[config.mk]
export PLATFORM = sky130hd
export DESIGN_NAME = axi2paxi_arb
export DESIGN_NICKNAME = d
export VERILOG_FILES = /design/src/rtl/paxi_pkg.sv /design/src/rtl/paxi_cmd_fifo.sv /design/src/rtl/axi2paxi_arb.sv
export SDC_FILE = /design/constraint.sdc
export NUM_CORES = 1
export LEC_CHECK = 0
export ABC_AREA = 1
export CAP_MARGIN = 5
export CORE_UTILIZATION = 30
export CTS_CLUSTER_SIZE = 16
export DETAILED_ROUTE_END_ITERATION = 10
export GPL_TIMING_DRIVEN = 0
export HOLD_SLACK_MARGIN = 0.05
export SYNTH_ARGS = -nofsm -noshare
export SYNTH_HDL_FRONTEND = slang
export SYNTH_SLANG_ARGS = --single-unit
[constraint.sdc]
create_clock -name clk -period 8.6 [get_ports clk]
set_input_delay 1.72 -clock clk [delete_from_list [all_inputs] [get_ports clk]]
set_output_delay 1.72 -clock clk [all_outputs]
set_load 0.01 [all_outputs]
[src/rtl/paxi_pkg.sv]
// ---------------------------------------------------------------------------
// paxi_pkg
// Shared types and constants for the AXI AW/AR -> packed command (paxi) path.
//   paxi_cmd_t  : one queued command, default-width view (32-bit address,
//                 4-bit ID) as seen on the paxi_a* head outputs.
//   arb_mode_e  : arbitration policy selector for axi2paxi_arb.
//   ATYPE_*     : command type tag carried with every command.
//   cmd_width() : flat bit width of a command for arbitrary address/ID widths.
// ---------------------------------------------------------------------------
package paxi_pkg;

  localparam int PAXI_ADDR_W = 32;
  localparam int PAXI_ID_W   = 4;

  localparam logic ATYPE_WRITE = 1'b1;
  localparam logic ATYPE_READ  = 1'b0;

  typedef enum logic [1:0] {
    ARB_WR_PRIO       = 2'd0,
    ARB_RR            = 2'd1,
    ARB_WR_PRIO_LIMIT = 2'd2
  } arb_mode_e;

  // Field order matches the flat packing used by axi2paxi_arb.
  typedef struct packed {
    logic [PAXI_ADDR_W-1:0] addr;
    logic [PAXI_ID_W-1:0]   id;
    logic [7:0]             len;
    logic [2:0]             size;
    logic [1:0]             burst;
    logic                   atype;
  } paxi_cmd_t;

  // addr + id + len(8) + size(3) + burst(2) + atype(1)
  function automatic int cmd_width(input int addr_w, input int id_w);
    return addr_w + id_w + 8 + 3 + 2 + 1;
  endfunction

endpackage

[src/rtl/paxi_cmd_fifo.sv]
// ---------------------------------------------------------------------------
// paxi_cmd_fifo
// DEPTH-entry command FIFO with a registered head output. The head register
// is reloaded whenever the FIFO front changes, so a command pushed into an
// empty FIFO is visible on data_o/valid_o on the following cycle, and the
// head holds stable while it is not popped.
// Ports:
//   clk, rst      clock, asynchronous active-high reset (empties the FIFO)
//   push_i        write push_data_i (ignored when full)
//   push_data_i   command to enqueue
//   pop_i         remove head (ignored when empty)
//   data_o        head command, all zeros after reset
//   valid_o       head command valid
//   level_o       occupancy, 0..DEPTH
//   full_o        level_o == DEPTH
// ---------------------------------------------------------------------------
module paxi_cmd_fifo
  import paxi_pkg::*;
#(
  parameter int WIDTH = 48,
  parameter int DEPTH = 4
) (
  input  logic                     clk,
  input  logic                     rst,
  input  logic                     push_i,
  input  logic [WIDTH-1:0]         push_data_i,
  input  logic                     pop_i,
  output logic [WIDTH-1:0]         data_o,
  output logic                     valid_o,
  output logic [$clog2(DEPTH):0]   level_o,
  output logic                     full_o
);

  localparam int PTR_W = $clog2(DEPTH);
  localparam int LVL_W = PTR_W + 1;

  logic [WIDTH-1:0] mem_q [DEPTH];
  logic [WIDTH-1:0] mem_d [DEPTH];
  logic [PTR_W-1:0] wr_ptr_q, wr_ptr_d;
  logic [PTR_W-1:0] rd_ptr_q, rd_ptr_d;
  logic [LVL_W-1:0] level_q, level_d;
  logic [WIDTH-1:0] data_q, data_d;
  logic             valid_q, valid_d;
  logic             push_ok_s;
  logic             pop_ok_s;

  assign full_o    = (level_q == LVL_W'(DEPTH));
  assign push_ok_s = push_i & ~full_o;
  assign pop_ok_s  = pop_i & valid_q;

  // Next-state for storage, pointers, occupancy and the registered head.
  always_comb begin
    mem_d    = mem_q;
    wr_ptr_d = wr_ptr_q;
    rd_ptr_d = rd_ptr_q;
    level_d  = level_q;
    data_d   = data_q;
    valid_d  = valid_q;

    // Pointers are exactly PTR_W bits wide, so they wrap modulo DEPTH.
    if (push_ok_s) begin
      mem_d[wr_ptr_q] = push_data_i;
      wr_ptr_d        = wr_ptr_q + PTR_W'(1);
    end else begin
      wr_ptr_d = wr_ptr_q;
    end

    if (pop_ok_s) begin
      rd_ptr_d = rd_ptr_q + PTR_W'(1);
    end else begin
      rd_ptr_d = rd_ptr_q;
    end

    case ({push_ok_s, pop_ok_s})
      2'b10:   level_d = level_q + LVL_W'(1);
      2'b01:   level_d = level_q - LVL_W'(1);
      default: level_d = level_q;
    endcase

    // mem_d already holds this cycle's push, which covers the
    // push-into-empty and push-while-popping-last cases.
    valid_d = (level_d != {LVL_W{1'b0}});
    if (valid_d) begin
      data_d = mem_d[rd_ptr_d];
    end else begin
      data_d = data_q;
    end
  end

  // State registers; reset discards every queued command.
  always_ff @(posedge clk or posedge rst) begin
    if (rst) begin
      for (int i = 0; i < DEPTH; i++) begin
        mem_q[i] <= {WIDTH{1'b0}};
      end
      wr_ptr_q <= {PTR_W{1'b0}};
      rd_ptr_q <= {PTR_W{1'b0}};
      level_q  <= {LVL_W{1'b0}};
      data_q   <= {WIDTH{1'b0}};
      valid_q  <= 1'b0;
    end else begin
      mem_q    <= mem_d;
      wr_ptr_q <= wr_ptr_d;
      rd_ptr_q <= rd_ptr_d;
      level_q  <= level_d;
      data_q   <= data_d;
      valid_q  <= valid_d;
    end
  end

  assign data_o  = data_q;
  assign valid_o = valid_q;
  assign level_o = level_q;

endmodule

[src/rtl/axi2paxi_arb.sv]
// ---------------------------------------------------------------------------
// axi2paxi_arb
// Merges the AXI AW and AR address channels into a single packed command
// stream for the memory controller front end. Each accepted address is
// tagged write/read and queued in a DEPTH-entry FIFO; the FIFO head drives
// paxi_a*.
// Ports:
//   clk, rst             clock, asynchronous active-high reset
//   axi_aw*/axi_awvalid  write address channel in, axi_awready out
//   axi_ar*/axi_arvalid  read address channel in, axi_arready out
//   paxi_a*, paxi_atype  head command (atype 1=write, 0=read)
//   paxi_avalid          head valid; paxi_aready from the consumer pops it
//   paxi_level           FIFO occupancy
// Arbitration (ARB_MODE): 0 write priority, 1 round robin, 2 write priority
// with at most MAX_WR_STREAK consecutive writes while a read is waiting.
// Readies depend only on registered state and the input valids, so the
// consumer's paxi_aready has no combinational path to axi_*ready.
// ---------------------------------------------------------------------------
module axi2paxi_arb
  import paxi_pkg::*;
#(
  parameter int ADDR_WIDTH    = 32,
  parameter int ID_WIDTH      = 4,
  parameter int DEPTH         = 4,
  parameter int ARB_MODE      = 0,
  parameter int MAX_WR_STREAK = 8
) (
  input  logic                    clk,
  input  logic                    rst,
  input  logic [ADDR_WIDTH-1:0]   axi_awaddr,
  input  logic [ID_WIDTH-1:0]     axi_awid,
  input  logic [7:0]              axi_awlen,
  input  logic [2:0]              axi_awsize,
  input  logic [1:0]              axi_awburst,
  input  logic                    axi_awvalid,
  output logic                    axi_awready,
  input  logic [ADDR_WIDTH-1:0]   axi_araddr,
  input  logic [ID_WIDTH-1:0]     axi_arid,
  input  logic [7:0]              axi_arlen,
  input  logic [2:0]              axi_arsize,
  input  logic [1:0]              axi_arburst,
  input  logic                    axi_arvalid,
  output logic                    axi_arready,
  output logic [ADDR_WIDTH-1:0]   paxi_aaddr,
  output logic [ID_WIDTH-1:0]     paxi_aid,
  output logic [7:0]              paxi_alen,
  output logic [2:0]              paxi_asize,
  output logic [1:0]              paxi_aburst,
  output logic                    paxi_atype,
  output logic                    paxi_avalid,
  input  logic                    paxi_aready,
  output logic [$clog2(DEPTH):0]  paxi_level
);

  localparam int        CMD_W      = cmd_width(ADDR_WIDTH, ID_WIDTH);
  localparam int        STREAK_W   = $clog2(MAX_WR_STREAK + 1);
  localparam logic [STREAK_W-1:0] STREAK_MAX = STREAK_W'(MAX_WR_STREAK);
  localparam arb_mode_e MODE       = arb_mode_e'(ARB_MODE);

  logic                full_s;
  logic                grant_w_s;
  logic                grant_r_s;
  logic                aw_acc_s;
  logic                ar_acc_s;
  logic                push_s;
  logic                pop_s;
  logic [CMD_W-1:0]    push_data_s;
  logic [CMD_W-1:0]    head_data_s;
  // 1 = the last accepted command was a write; reset as "read last" so a
  // write wins the first round-robin tie.
  logic                rr_last_w_q, rr_last_w_d;
  logic [STREAK_W-1:0] streak_q, streak_d;

  // Channel grant for the selected policy; masked by full below.
  always_comb begin
    grant_w_s = 1'b0;
    grant_r_s = 1'b0;
    case (MODE)
      ARB_WR_PRIO: begin
        grant_w_s = axi_awvalid;
        grant_r_s = axi_arvalid & ~axi_awvalid;
      end
      ARB_RR: begin
        if (axi_awvalid && axi_arvalid) begin
          grant_w_s = ~rr_last_w_q;
          grant_r_s = rr_last_w_q;
        end else begin
          grant_w_s = axi_awvalid;
          grant_r_s = axi_arvalid;
        end
      end
      ARB_WR_PRIO_LIMIT: begin
        // A read that has watched MAX_WR_STREAK writes go by wins once.
        if (axi_awvalid && axi_arvalid && (streak_q == STREAK_MAX)) begin
          grant_w_s = 1'b0;
          grant_r_s = 1'b1;
        end else begin
          grant_w_s = axi_awvalid;
          grant_r_s = axi_arvalid & ~axi_awvalid;
        end
      end
      default: begin
        grant_w_s = axi_awvalid;
        grant_r_s = axi_arvalid & ~axi_awvalid;
      end
    endcase
  end

  // No accept while full, even if the head is popped this cycle.
  assign axi_awready = ~full_s & grant_w_s;
  assign axi_arready = ~full_s & grant_r_s;
  assign aw_acc_s    = axi_awready & axi_awvalid;
  assign ar_acc_s    = axi_arready & axi_arvalid;
  assign push_s      = aw_acc_s | ar_acc_s;
  assign pop_s       = paxi_avalid & paxi_aready;

  // Pack the accepted channel into a tagged command.
  always_comb begin
    if (aw_acc_s) begin
      push_data_s = {axi_awaddr, axi_awid, axi_awlen, axi_awsize, axi_awburst, ATYPE_WRITE};
    end else begin
      push_data_s = {axi_araddr, axi_arid, axi_arlen, axi_arsize, axi_arburst, ATYPE_READ};
    end
  end

  // Round-robin history and write-streak counter, moved only by handshakes.
  always_comb begin
    if (aw_acc_s) begin
      rr_last_w_d = 1'b1;
    end else if (ar_acc_s) begin
      rr_last_w_d = 1'b0;
    end else begin
      rr_last_w_d = rr_last_w_q;
    end

    // The streak only counts writes that overtook a waiting read.
    if (!axi_arvalid || ar_acc_s) begin
      streak_d = {STREAK_W{1'b0}};
    end else if (aw_acc_s && (streak_q != STREAK_MAX)) begin
      streak_d = streak_q + STREAK_W'(1);
    end else begin
      streak_d = streak_q;
    end
  end

  // Arbitration state registers.
  always_ff @(posedge clk or posedge rst) begin
    if (rst) begin
      rr_last_w_q <= 1'b0;
      streak_q    <= {STREAK_W{1'b0}};
    end else begin
      rr_last_w_q <= rr_last_w_d;
      streak_q    <= streak_d;
    end
  end

  paxi_cmd_fifo #(
    .WIDTH (CMD_W),
    .DEPTH (DEPTH)
  ) u_fifo (
    .clk         (clk),
    .rst         (rst),
    .push_i      (push_s),
    .push_data_i (push_data_s),
    .pop_i       (pop_s),
    .data_o      (head_data_s),
    .valid_o     (paxi_avalid),
    .level_o     (paxi_level),
    .full_o      (full_s)
  );

  assign {paxi_aaddr, paxi_aid, paxi_alen, paxi_asize, paxi_aburst, paxi_atype} = head_data_s;

endmodule

; Yosys cells after proc, flatten, opt, wreduce, memory -nomap -nowiden
; Cells that the tools add are included.
[op_classes]
n_mux = 10
n_addsub = 4
n_reduce_logical = 2
n_eq_ne = 3
order_cmp = 3
bitwise = 13
[op_table]
columns = op, n
row1 = $bwmux W200, 1
row2 = $mux W200, 1
row3 = $mux W50, 4
row4 = $bmux W50 S2, 1
row5 = $demux W50 S2, 1
row6 = $and A1 B1 Y1, 8
row7 = $ge A3 B3 Y1 const B, 2
row8 = $not A2 Y3, 2
row9 = $pmux W3 S2, 1
row10 = $add A2 B1 Y2 const B, 2
row11 = $add A3 B1 Y3 const B, 1
row12 = $eq A3 B3 Y1 const B, 1
row13 = $lt A3 B1 Y1 const B, 1
row14 = $reduce_bool A3 Y1, 1
row15 = $sub A3 B1 Y3 const B, 1
row16 = $eq A2 B1 Y1 const B, 1
row17 = $eq A2 B2 Y1 const B, 1
row18 = $mux W2, 1
row19 = $not A1 Y1, 2
row20 = $logic_and A1 B1 Y1, 1
row21 = $or A1 B1 Y1, 1
[totals]
output_inout_bits = 56
elab_cells = 44
reg_bits = 258
inputBits = 103

; Logic depth before layout (Yosys ltp)
; Gate-level depths: netlist (run 1).
[logic_depth]
word_depth = 10
mapped_depth = 14
depth_no_buf = 13

; Modules after synthesis
; Synthesis (run 1) repeated with hierarchy kept, for this count alone.
[unflattened]
hier_cells = 2324
area_unflattened_um2 = 15205.8
[modules_own_cells]
columns = module, instances, area_each_um2, seq_area_each_um2, cells_per_inst
row1 = paxi_cmd_fifo, 1, 14437.6, 6456.2, 2153
row2 = axi2paxi_arb, 1, 768.2, 0.0, 171

; Worst setup path before layout (run 1)
; OpenSTA, ideal clock, no wires.
[synth_path]
path_type = input-to-output
startpoint = input port axi_awvalid
endpoint = output port axi_arready
t_required_ns = 6.880
path_slack_ns = 4.476
arrival_ns = 2.404
n_path_buf = 2
cell_stages = 4
cell_sequence = buf_2 > clkbuf_1 > inv_1 > and3_1
[synth_via]
elab_chain_len = 3
[synth_lines]
columns = item, line_no
row1 = start: declaration, axi2paxi_arb.sv:35  ; input logic axi_awvalid,
row2 = $not A1 Y1, n/a
row3 = $and A1 B1 Y1, n/a
row4 = $and A1 B1 Y1, axi2paxi_arb.sv:111  ; assign axi_arready = ~full_s & grant_r_s;
row5 = end: declaration, axi2paxi_arb.sv:43  ; output logic axi_arready,
; Every way passes these cells.

; Final worst setup path (run 1)
[layout_path]
startpoint = input port axi_awvalid
endpoint = output port axi_awready
[layout_via]
elab_chain_len = 1
[layout_lines]
columns = item, line_no
row1 = $and A1 B1 Y1, axi2paxi_arb.sv:110  ; assign axi_awready = ~full_s & grant_w_s;
row2 = end: declaration, axi2paxi_arb.sv:36  ; output logic axi_awready,
; Every way passes these cells.

==> metrics.txt, run 1 <==
status complete, no violations; post-route cell area 15700 um2; CP top delay family buffers and inverters; iteration-0 DRC count of the detailed router 940; unrepaired setup endpoints after global routing no; Synth Area in XOR/XNOR 0.345%; Setup crit start kind primary input; worst vdd ir 0.000210 V; later-pin clock latency in the skew report 0.54 ns; Final GP Congestion 0.817; Cell Chain, Critical Path clkdlybuf4s50_1, buf_2, nand2_2, buf_2, inv_1, clkdlybuf4s50_1; MaxCap Viol Count 0; drc violations 0; Root Driver clkbuf_16; post-synthesis compound-gate area fraction 0.395%; Leak 8.29 nW; Least-Margin Pin Slew 1.11 ns; Avg Cell Area, Syn 7.46 um2; CP required 6.88 ns; synth-to-layout area growth 27.1%; placed instance area 14700 um2; Critical Path AT 4.14 ns; Multi-input gate area 5380 um2; Critical Path Max Stage Delay 0.57 ns; hold_sp u_fifo.mem_q[165]; hold buffers post-CTS 0; CTS Buffer Depth 3; final WL 42000 um; Hold WS 0.472 ns; clock-pin slew on the worst setup and hold paths 0.06 ns; Reg2Reg Depth 13; chip height 205 um; sequential cell area 6460 um2; Yosys cell types 24; die width 205 um; Post-Synth Simple-Gate Area 42.1%; # Post-CTS Setup Buffers 0; hold worst-path end u_fifo.mem_q[165]; dpl hpwl 29600 um; post-cts sizing count 0; largest family of logic cells by synthesized area simple AND/OR/NAND/NOR gates; type of the worst min-delay path reg2reg; pin count of the biggest net entering global routing 42; PwrDens 437 nW/um2; reg-to-reg startpoint u_fifo.level_o[0]; layout cells sized above 1 6.46%; CTS tree yes; Post-Synthesis Cells 1655; worst reg2reg setup slack 4.87 ns; Achievable Freq 0.171 GHz; Synth Cell Area 12300 um2; slew margin rel. 25.7%; gr usage total 20.3%; WHS Path Cells 2; post-route minimum period 5.86 ns; final setup vio count 0; DR WL/cell 17.5 um; endpoints failing hold 0; Buffers & Inverters on Critical Path 5; Rows 73; final period utilization 68.2%; initial antenna violation count 0; CTS sink count 258; syn nets 1764; CP Max Fanout 10; CORE AREA 40200 um2; crit path capture type output port; Setup CP Type in2out; FILL cells 4145; Initial Utilization 30.7%; vias in the first global route 11500; total CTS buffers 29; ANT nets after route 0; Tot Pwr 0.00686 W; mux cell area share after synthesis 0%; Via density 4.97; TritonRoute pass-1 iters 5; Clock Skew 0.00744 ns; total I/O pin count 159; synth warn 0; number of inserted diodes 0; grt ovf 0; area share of fa/ha/maj cells after synthesis 0.669%; Crit-path slowest cell clkdlybuf4s50_1; sequential share of the synthesized area 52.3%; Crit Reg-Reg Endpoint u_fifo.data_o[35]; synthesis-stage register bit count 258; first-pass GRT wire length 65400 um; Max Slew Vio Count 0; # port buffers 158; via count 11900; # H-tree levels 1; Final nets 1960; DIE AREA 42000 um2; setup TNS 0 ns
-- worst max-delay path by stage --
| stage | startpoint | end | slack [ns] | depth (start not counted) |
|---|---|---|---|---|
| after floorplan | rst | u_fifo.data_o[0] | 3.48 | 1 |
| after global placement | rst | u_fifo.data_o[11] | 1.40 | 2 |
| after detailed placement | axi_awvalid | axi_awready | 2.70 | 6 |
| after CTS | axi_awvalid | axi_awready | 2.68 | 6 |
| after global routing | axi_awvalid | axi_awready | 2.67 | 6 |
| final | axi_awvalid | axi_awready | 2.74 | 6 |
-- per-layer routing --
layer,up-vias,track usage (%),share of wire (%)
li1,5683,-,-
met5,-,0,0
met3,77,3.17,6.6
met2,427,32.8,46
met4,0,6.93,3.4
met1,5730,27.5,44
-- cell type report --
cell class / count / share of cell area [%]
sequential: 258 / 41.2
tap: 525 / 4.19
buffer: 99 / 2.92
inverter: 15 / 0.383
clock buffer: 46 / 5.86
clock inverter: 7 / 0.247
multi-input combinational: 1283 / 34.3
timing repair buffer: 165 / 11.0
-- cells in the final DEF (no fill, tap or decap), types with 2 or more instances in the layout --
cell / instances
nor2_1: 8
inv_1: 10
buf_12: 7
clkdlybuf4s50_1: 158
ha_1: 5
clkbuf_16: 29
inv_2: 3
xor2_1: 2
clkbuf_1: 40
clkbuf_8: 13
nand2_1: 905
clkinv_2: 6
o211ai_1: 4
buf_2: 48
buf_1: 8
dfrtp_1: 258
buf_4: 7
nand3_1: 348
a21oi_1: 2
-- state kept, by name, indices dropped and copies added (netlist names) --
name and cells:
u_fifo.data_o 50, u_fifo.level_o 3, u_fifo.mem_q 200, u_fifo.rd_ptr_q 2, u_fifo.valid_o 1, u_fifo.wr_ptr_q 2
-- power breakdown --
| part | switching, W | internal (W) | total (W) |
|---|---|---|---|
| sequential | 0.000192 | 0.00181 | 0.00200 |
| combinational | 0.00242 | 0.00120 | 0.00363 |
| clock | 0.000504 | 0.000727 | 0.00123 |
-- logic make-up after synthesis --
| group | after synthesis |
|---|---|
| simple gates | 1266 |
| flops | 258 |
| buf+inv | 114 |
| compound gates | 7 |
| fa+ha+maj | 6 |
| xor+xnor | 4 |
-- synthesized netlist by cell type (all sizes together) --
master / instances / share of area [%]
buf: 63 / 2.6
nor2: 9 / 0.29
fa: 1 / 0.16
o21ai: 1 / 0.071
xnor2: 1 / 0.071
a21oi: 2 / 0.081
o211ai: 4 / 0.24
dfrtp: 258 / 52
inv: 14 / 0.43
nand3: 348 / 14
nor3: 1 / 0.081
clkbuf: 36 / 1.1
ha: 5 / 0.51
and3: 1 / 0.051
or2: 1 / 0.051
nand2: 906 / 28
clkinv: 1 / 0.030
xor2: 3 / 0.27
-- through the flow --
step | setup slack [ns] | std cells | utilization [%]
after floorplan | 3.48 | 1655 | -
after global placement | 1.40 | 2338 | 36.3
after detailed placement | 2.70 | 2345 | 36.7
after CTS | 2.68 | 2398 | 39.0
after global routing | 2.67 | 2398 | 39.0
final | 2.74 | 2398 | 39.0
-- tightest hold or removal path: stages (launching register included) --
cell and delay (ns):
dfrtp_1 0.32, nand2_1 0.06, nand2_1 0.06
Power figures use the tool's default switching activity.
==> run 2, diff against run 1 <==
- clock period: 8.6 -> 6.05 ns (I/O delays scaled with it)
==> results of run 2 <==
Same layout as run 1 (identical final DEF). Status: complete, no violations.
Main changes from that run: setup slack after placement 2.70 ns -> 0.912 ns; setup slack after layout 2.74 ns -> 1.21 ns; register-to-register setup slack 4.87 ns -> 2.32 ns; total power 0.00686 W -> 0.00975 W; worst IR drop on VDD 0.000210 V -> 0.000298 V
